`config.mk`:
```
export PLATFORM = sky130hd
export DESIGN_NAME = if_id_stage
export DESIGN_NICKNAME = d
export VERILOG_FILES = /design/src/rtl/if_id_stage.sv
export SDC_FILE = /design/constraint.sdc
export NUM_CORES = 1
export LEC_CHECK = 0
export ABC_AREA = 1
export CORE_UTILIZATION = 30
export CTS_CLUSTER_DIAMETER = 200
export DETAILED_ROUTE_END_ITERATION = 10
export PLACE_DENSITY = 0.6
export REMOVE_ABC_BUFFERS = 1
export SLEW_MARGIN = 20
export SYNTH_ARGS = -nofsm -noshare
export SYNTH_HDL_FRONTEND = slang
export SYNTH_SLANG_ARGS = --single-unit
```
`constraint.sdc`:
```
create_clock -name clk -period 1.6 [get_ports clk]
set_clock_uncertainty 0.05 [all_clocks]
set_input_delay 0.32 -clock clk [delete_from_list [all_inputs] [get_ports clk]]
set_output_delay 0.32 -clock clk [all_outputs]
set_load 0.02 [all_outputs]
```
`src/rtl/if_id_stage.sv`:
```
// IF/ID pipeline register: captures fetch results with AdEL check, delay-slot flag and stall counter.
// Latency 1 cycle; stall holds all D contents, flush overrides stall and loads a bubble.
module if_id_stage #(
   parameter logic [31:0] PC_RESET  = 32'h0000_3000,
   parameter logic [31:0] TEXT_BASE = 32'h0000_3000,
   parameter logic [31:0] TEXT_END  = 32'h0000_6ffc,
   parameter int          CNT_W     = 16
) (
   input  logic             clk,
   input  logic             reset,
   input  logic             stall,
   input  logic             flush,
   input  logic [31:0]      instr_f,
   input  logic [31:0]      pc_f,
   input  logic [31:0]      pc8_f,
   output logic [31:0]      instr_d,
   output logic [31:0]      pc_d,
   output logic [31:0]      pc8_d,
   output logic             valid_d,
   output logic             bd_d,
   output logic [4:0]       exc_d,
   output logic [CNT_W-1:0] stall_cnt
);

   localparam logic [31:0] PC8_RESET = PC_RESET + 32'd8;
   localparam logic [4:0]  EXC_NONE  = 5'd0;
   localparam logic [4:0]  EXC_ADEL  = 5'd4;

   // Branches (REGIMM, beq/bne/blez/bgtz), j/jal, and jr/jalr all own a delay slot.
   function automatic logic is_cti(input logic [5:0] op, input logic [5:0] fn);
      logic branch_jump;
      logic reg_jump;
      branch_jump = (op >= 6'b000001) && (op <= 6'b000111);
      reg_jump    = (op == 6'b000000) && ((fn == 6'b001000) || (fn == 6'b001001));
      return branch_jump || reg_jump;
   endfunction

   logic fetch_bad;
   logic cur_cti;

   assign fetch_bad = (pc_f[1:0] != 2'b00) || (pc_f < TEXT_BASE) || (pc_f > TEXT_END);
   assign cur_cti   = is_cti(instr_d[31:26], instr_d[5:0]);

   always_ff @(posedge clk or negedge reset) begin
      if (!reset) begin
         instr_d <= 32'd0;
         pc_d    <= PC_RESET;
         pc8_d   <= PC8_RESET;
         valid_d <= 1'b0;
         bd_d    <= 1'b0;
         exc_d   <= EXC_NONE;
      end else if (flush) begin
         // Bubble keeps the fetch PC so a later exception can still report an EPC.
         instr_d <= 32'd0;
         pc_d    <= pc_f;
         pc8_d   <= pc8_f;
         valid_d <= 1'b0;
         bd_d    <= 1'b0;
         exc_d   <= EXC_NONE;
      end else if (!stall) begin
         instr_d <= fetch_bad ? 32'd0 : instr_f;
         pc_d    <= pc_f;
         pc8_d   <= pc8_f;
         valid_d <= 1'b1;
         bd_d    <= cur_cti && valid_d;
         exc_d   <= fetch_bad ? EXC_ADEL : EXC_NONE;
      end
   end

   always_ff @(posedge clk or negedge reset) begin
      if (!reset) begin
         stall_cnt <= '0;
      end else if (stall && (stall_cnt != {CNT_W{1'b1}})) begin
         stall_cnt <= stall_cnt + CNT_W'(1);
      end
   end

endmodule

```
==> results of run 1 <==
worst reg2reg max path, stage by stage (launching register included):
cell and delay [ns]:
dfrtp_1 0.35, ha_1 0.21, nand3_4 0.11, nor3_4 0.16
nand2_2 0.09, nand2_4 0.11, buf_4 0.16, nand2_1 0.05
nand2_1 0.07
per-stage QoR:
stage / hold slack [ns] / area [um^2] / setup TNS [ns]
global route: 0.3615 / 8417 / -0.01163
finish: 0.3600 / 8417 / 0
detailed placement: 0.3271 / 7845 / -15.11
floorplan: -0.02559 / 4992 / -295.83
global placement: 0.3248 / 7845 / -15.66
CTS: 0.3392 / 8387 / 0
area by class of cell:
type                    count  share of cell area [%]
clock buffers              19                   5.262
clock inverters            13                   2.468
multi-input cells         478                   24.65
well taps                 220                   3.270
flip-flops and latches    115                   34.29
repair buffers            256                   29.36
inverters                  15                  0.6987
metal layers:
layer,vias to the layer above,share of wire (%)
met5,-,0
met4,0,1.5
met3,19,6.7
met2,164,44
met1,2119,48
li1,2461,-
power groups by stage:
stage / Clock (mW) / Combinational, mW / Sequential [mW]
floorplan: 0 / 0.356 / 3.55
global placement: 0 / 1.53 / 3.31
detailed placement: 0 / 1.54 / 3.32
CTS: 4.28 / 1.43 / 3.27
global route: 4.39 / 1.53 / 3.29
finish: 4.18 / 1.41 / 3.26
layout by cell type, fill, tap and decap left out, types with 2 or more instances in the layout:
cell type        Yosys  final
nand3_1              7      7
xnor2_1              6      6
clkbuf_2             0      2
clkdlybuf4s50_1      0     98
clkinvlp_4           0      4
dfrtp_2              0      2
dfrtp_1            110    108
xor2_1               3      3
buf_4                4     31
o21ai_0              7      7
clkinv_4             0      2
clkinv_2             0      2
buf_12               0     10
conb_1               1      4
bufinv_16            0      5
nand4_1              5      5
nand3b_1            34     34
clkdlybuf4s15_1      0      7
nand2_2              1      2
dfstp_2              5      5
dlygate4sd2_1        0     98
a21oi_1              2      2
nand2_1            369    368
nor3_1               2      2
clkbuf_16            0     18
nor2_1              33     28
clkdlybuf4s15_2      0      7
nor2_2               0      3
inv_1               13     13
nor2_4               0      2
cells in the mapped netlist (all sizes together):
library cell  instances  area [um^2]
nand3                 8        52.55
nor2                 33        123.9
nor3                  3        26.28
conb                  1        3.750
nand4                 5        31.28
inv                  15        58.81
xnor2                 6        52.55
nor4                  1        6.260
dfrtp               110         2753
a21oi                 2        10.01
nand2               371         1403
clkbuf                9        33.78
buf                  23        137.6
ha                    1        12.51
dfstp                 5        131.4
nand3b               34        255.2
o21ai                 7        35.03
xor2                  3        26.28
path summary, 6_finish.rpt:
check,endpoint,from
min in group asynchronous,pc8_d[19]$_DFFE_PN0P_,reset
setup reg to reg,stall_cnt[13]$_DFFE_PN0P_,stall_cnt[0]$_DFFE_PN0P_
hold / removal,pc8_d[13]$_DFFE_PN1P_,pc8_f[13]
setup / recovery,pc8_d[12],pc8_d[12]$_DFFE_PN1P_
hold reg to reg,pc8_d[13]$_DFFE_PN1P_,pc8_d[13]$_DFFE_PN1P_
max in group asynchronous,stall_cnt[3]$_DFFE_PN0P_,reset
cell families after synthesis:
logic type,synth area share [%]
DFF,55.97
adders and majority gates,0.2428
xor gates and xnor gates,1.530
other,0.07278
AOI/OAI and AO/OA,0.8741
and+or+nand+nor,36.84
buffers and inverters,4.468
repair_timing:
| item | CTS | global route |
|---|---|---|
| pin swaps | 0 | 1 |
| hold buffers | 1 | 0 |
| endpoints found under the hold margin | 73 | 0 |
| cloned | 0 | 1 |
| endpoints found under the setup margin | 115 | 12 |
| gates resized for setup | 135 | 14 |
flip-flops by register name (all words and copies together) (netlist names):
signal / count
instr_d: 32
pc8_d: 32
pc_d: 32
stall_cnt: 16
bd_d: 1
exc_d: 1
valid_d: 1
==> metrics.txt, run 1 <==
Hold Crit Class=in -> reg; layout cell share with drive strength beyond 1=between 10% and 20%; Synth-to-Final Area Change=63.36%; clk root buf=clkbuf_16; switching part of the total power=25.71%; vias in the first global route=4665; Critical Path RT=between 1 and 1.5 ns; P_int=between 6 and 7 mW; Die Ht=133.1 um; Port-buffer cells=around 210; final worst-path cycle share=between 90% and 100%; final std cells w/o fill=roughly 1.1k; register area=2887 um^2; initial drt markers=between 100 and 150; gr usage total=between 10% and 20%; met2 track demand over resource=between 20% and 30%; dpl hpwl=10390 um; cell depth of the worst flop-to-flop path=8; Synth Cell Area=a little over 5000 um^2; first-pass GRT wire length=around 24000 um; hold depth=3; max-cap violations=0; # DRC=0; cells after synthesis=between 600 and 700; layout net count=just under 1k; WP depth=1; worst path bufs/invs=1; Comb power frac=between 15 and 20%; status=complete, no violations; Data arrival, critical path=about 1.2 ns; Cells after DPL=about 1.1k; CP cell instances=clkdlybuf4s15_2; RSZ-0062 raised after global routing=true; Slew HR=60.35%; worst slack, placed=-0.3863 ns; Util after Layout=around half; Clock Sinks=115; Max Root-Sink Buffers=2; Yosys cell types=26; WS Path Type=reg -> out; DIE WIDTH=around 130 um; row count=47; flop2flop setup slack=roughly 0.18 ns; Fin. Hold Viols=0; postcts setup bufs=0; Via-to-Cell Ratio=~4.3; fill count=roughly 1.7k; largest net degree at the start of global routing=73; core footprint=16700 um^2; GRT busiest layer=met2; GRT overflow=0; CTS tree=built; Inserted Diodes=0; Max Fclk=between 0.6 and 0.7 GHz; yosys warns=0; Multi-input gate area=roughly 2100 um^2; I/O pin total=between 200 and 250; Routability Congestion=0.7859; Clk pwr share=approximately 47%; CP endpoint kind=output pin; met3 usage=around 4.6%; DR WL/cell=approximately 14 um; slowest CP cell=dfstp_2; H-tree depth=4; Power Total=slightly below 9 mW; clock transition at the registers of the reported paths=approximately 0.060 ns; via count=4763; sw power=between 2 and 2.5 mW; CP top delay family=flip-flops; pwr dens=roughly 1100 nW/um^2; clk_lat worst skew=approximately 0.41 ns; final setup vio count=0; max-slew violation total from the final report=0; DR pass1 iterations=4; final WL=15110 um; sequential power share=about 37%; die area=about 18000 um^2; met1 Use GR=a little under a quarter; fin worst setup slack=around 0.037 ns; Synth Area per Inst=between 8 and 9 um^2; Initial Util=30.85%; initial antenna violation count=0; crit path max fanout=2; sequential area share after synthesis=around 56%; Leakage Power=4.361 nW; Largest stage delay, worst path=roughly 0.53 ns; post-route ant nets=0; actual transition at the worst max-transition pin=0.5948 ns; maximum vdd drop=0.6884 mV; register bit total from synthesis=around 120; Min Clock Period, post-route=around 1.6 ns; total CTS buffers=17; Critical Path Start Type=flip-flop
No activity file was read; power rests on OpenSTA's default activity.
==> run 2, diff against run 1 <==
--- a/config.mk
+++ b/config.mk
@@ -7,7 +7,7 @@
 export LEC_CHECK = 0
 export ABC_AREA = 1
 export CORE_UTILIZATION = 30
-export CTS_CLUSTER_DIAMETER = 200
+export CTS_CLUSTER_DIAMETER = 80
 export DETAILED_ROUTE_END_ITERATION = 10
 export PLACE_DENSITY = 0.6
 export REMOVE_ABC_BUFFERS = 1
==> results of run 2 <==
The final DEF is identical to that of run 1; final timing and power are the same.
==> run 3, diff against run 2 <==
--- a/config.mk
+++ b/config.mk
@@ -9,7 +9,9 @@
 export CORE_UTILIZATION = 30
 export CTS_CLUSTER_DIAMETER = 80
 export DETAILED_ROUTE_END_ITERATION = 10
-export PLACE_DENSITY = 0.6
+export DONT_BUFFER_PORTS = 1
+export GPL_TIMING_DRIVEN = 0
+export PLACE_DENSITY = 0.45
 export REMOVE_ABC_BUFFERS = 1
 export SLEW_MARGIN = 20
 export SYNTH_ARGS = -nofsm -noshare
==> constraint.sdc (replaced) <==
create_clock -name clk -period 1.4 [get_ports clk]
set_clock_uncertainty 0.05 [all_clocks]
set_input_delay 0.28 -clock clk [delete_from_list [all_inputs] [get_ports clk]]
set_output_delay 0.28 -clock clk [all_outputs]
set_load 0.02 [all_outputs]
==> metrics.txt, run 3 (synthesized netlist as in run 1, its figures left out) <==
status=finished, violations left; failing checks=hold timing, setup timing; dpl cell area=5393 um^2 (-31%); max-cap violations=0 (unchanged); initial antenna violation count=0 (unchanged); fill count=1670 (-0.18%); final worst-path cycle share=110.5%; DR pass1 iterations=4 (unchanged); Critical Path Start Type=flip-flop; Hold Crit Class=in -> async; CP cell instances=ha_4 > nand3_4 > nor3_4 > nand2_4 > nand2_8 > buf_12 > nand2_1 > nand2_1; Critical Path RT=1.69 ns (+0.46 ns); final WL=14110 um (-6.6%); final setup TNS=-2.178 ns (-2.178 ns); final setup vio count=16 (+16); Data arrival, critical path=1.84 ns (+0.65 ns); Min Clock Period, post-route=approximately 1.5 ns; dpl hpwl=9003 um (-13%); flop2flop setup slack=-0.15 ns (-0.33 ns); I/O pin total=219 (unchanged); layout cell share with drive strength beyond 1=11.81% (+0.42 points); actual transition at the worst max-transition pin=0.7048 ns (+0.1100 ns); row count=47 (unchanged); Largest regs=instr_d (32), pc8_d (32), pc_d (32); max-slew violation total from the final report=0 (unchanged); clk_lat worst skew=0.41 ns (about the same); Post-CTS Hold Buffers=67 (+66); reg-to-reg startpoint=stall_cnt[0]$_DFFE_PN0P_; largest net degree at the start of global routing=116 (+59%); Max Fclk=roughly 0.65 GHz; GRT overflow=0 (unchanged); layout net count=808 (-18%); Leakage Power=3.340 nW (-23%); worst slack, placed=-0.6401 ns (-0.2538 ns); Slew HR=52.85% (-7.5 points); CP most frequent cell=nand2_1; fin worst setup slack=-0.1471 ns (-0.1845 ns); vias in the first global route=4340 (-7.0%); Inserted Diodes=0 (unchanged); die area=17700 um^2 (unchanged); Max Root-Sink Buffers=2 (unchanged); most frequent cells in the layout=nand2_1 (363), dfrtp_1 (95), dlygate4sd3_1 (67); core footprint=16700 um^2 (unchanged); CTS tree=built; post-route ant nets=0 (unchanged); # DRC=0 (unchanged); RSZ-0062 raised after global routing=true; Initial Util=30.85% (unchanged); WS Path Type=reg -> reg; Clock Sinks=115 (unchanged); Worst Setup EP=stall_cnt[4]$_DFFE_PN0P_; maximum vdd drop=0.7448 mV (+8.2%); H-tree depth=4 (unchanged); Fin. Hold Viols=115 (+115); clk root buf=clkbuf_16; DIE WIDTH=133.1 um (unchanged); crit path max fanout=5 (+3); Critical R2R Capture=stall_cnt[4]$_DFFE_PN0P_; first-pass GRT wire length=22740 um (-5.3%); Port-buffer cells=0 (-100%); total CTS buffers=17 (unchanged); final hold slack=-0.4790 ns (-0.8391 ns); gr usage total=16.51% (-0.88 points); Synth-to-Final Area Change=31.91%; Die Ht=133.1 um (unchanged); Cells after DPL=833 (-23%); slowest CP cell=dfrtp_2; cell depth of the worst flop-to-flop path=8 (unchanged); final std cells w/o fill=940 (-16%); Via-to-Cell Ratio=4.633 (+8.6%); clock transition at the registers of the reported paths=0.06 ns (about the same); CP endpoint kind=flip-flop; crit path launch=stall_cnt[0]$_DFFE_PN0P_; initial drt markers=140 (-0.71%); Routability Congestion=0.7593 (-3.4%); Final Cell Area=6797 um^2 (-19%); via count=4355 (-8.6%); pwr dens=1292 nW/um^2 (+23%); commonest non-fill, non-tap cell in the layout=nand2_1; DR WL/cell=15.01 um (+11%); Largest stage delay, worst path=0.48 ns (-0.05 ns)
## run 3: changes by cell type in the layout (fill, tap and decap cells not counted), sizes merged
cell,before,now
clkbuf,22,18
inv,15,20
dlygate4sd2,98,0
clkdlybuf4s50,98,0
clkinv,4,5
bufinv,5,0
buf,42,12
nand2,371,372
clkdlybuf4s15,14,0
dlygate4sd3,1,67
## run 3: cell type report
class	count	area (um^2)	share of cell area, %
timing repair buffer	79	860.8	12.67
clock buffer	18	439.2	6.462
multi-input combinational	479	2152	31.66
sequential	115	2903	42.71
inverter	15	63.81	0.9389
clock inverter	14	102.6	1.510
tap	220	275.3	4.050
## run 3: per-stage QoR
step	utilization, %	power, mW	hold slack (ns)
final	40.70	8.781	-0.4790
after detailed placement	32.29	4.663	-0.06277
after global routing	40.70	9.215	-0.5082
after global placement	31.54	4.631	-0.06315
after CTS	40.49	8.917	-0.5066
after floorplan	-	4.469	-0.06559
## run 3: worst min path at each step
stage                              endpoint  slack [ns]  depth (start not counted)
floorplan                  bd_d$_DFFE_PN0P_       -0.07                          0
CTS                 instr_d[26]$_DFFE_PN0P_       -0.51                          0
global placement      pc8_d[25]$_DFFE_PN0P_       -0.06                          0
global route          pc8_d[25]$_DFFE_PN0P_       -0.51                          0
finish                pc8_d[25]$_DFFE_PN0P_       -0.48                          0
detailed placement    pc8_d[25]$_DFFE_PN0P_       -0.06                          0
## run 3: metal layers
| metal | global-route usage [%] | routed length (um) | vias to the layer above | share of wire, % |
|---|---|---|---|---|
| met2 | 27.49 | 6830 | 159 | 48 |
| met4 | 5.556 | 161 | 0 | 1.1 |
| met3 | 5.096 | 1096 | 11 | 7.8 |
| met5 | 0 | 0 | - | 0 |
| met1 | 20.20 | 6022 | 2083 | 43 |
| li1 | - | - | 2102 | - |
## run 3: where the power goes
group / switching (mW) / internal [mW]
clock: 1.62 / 2.32
combinational: 0.365 / 0.376
sequential: 0.538 / 3.57
## run 3: what timing repair did
item	CTS	global route
setup endpoints to repair	78	17
cloned	1	0
setup buffers	7	0
hold endpoints to repair	186	115
pin swaps	7	9
resized for setup	19	16
## run 3: critical path, delay by kind of cell (launching register included)
| family | cells | cell delay (ns) |
|---|---|---|
| fa+ha+maj | 1 | 0.18 |
| simple gates | 6 | 0.65 |
| buf+inv | 1 | 0.12 |
| flops | 1 | 0.48 |
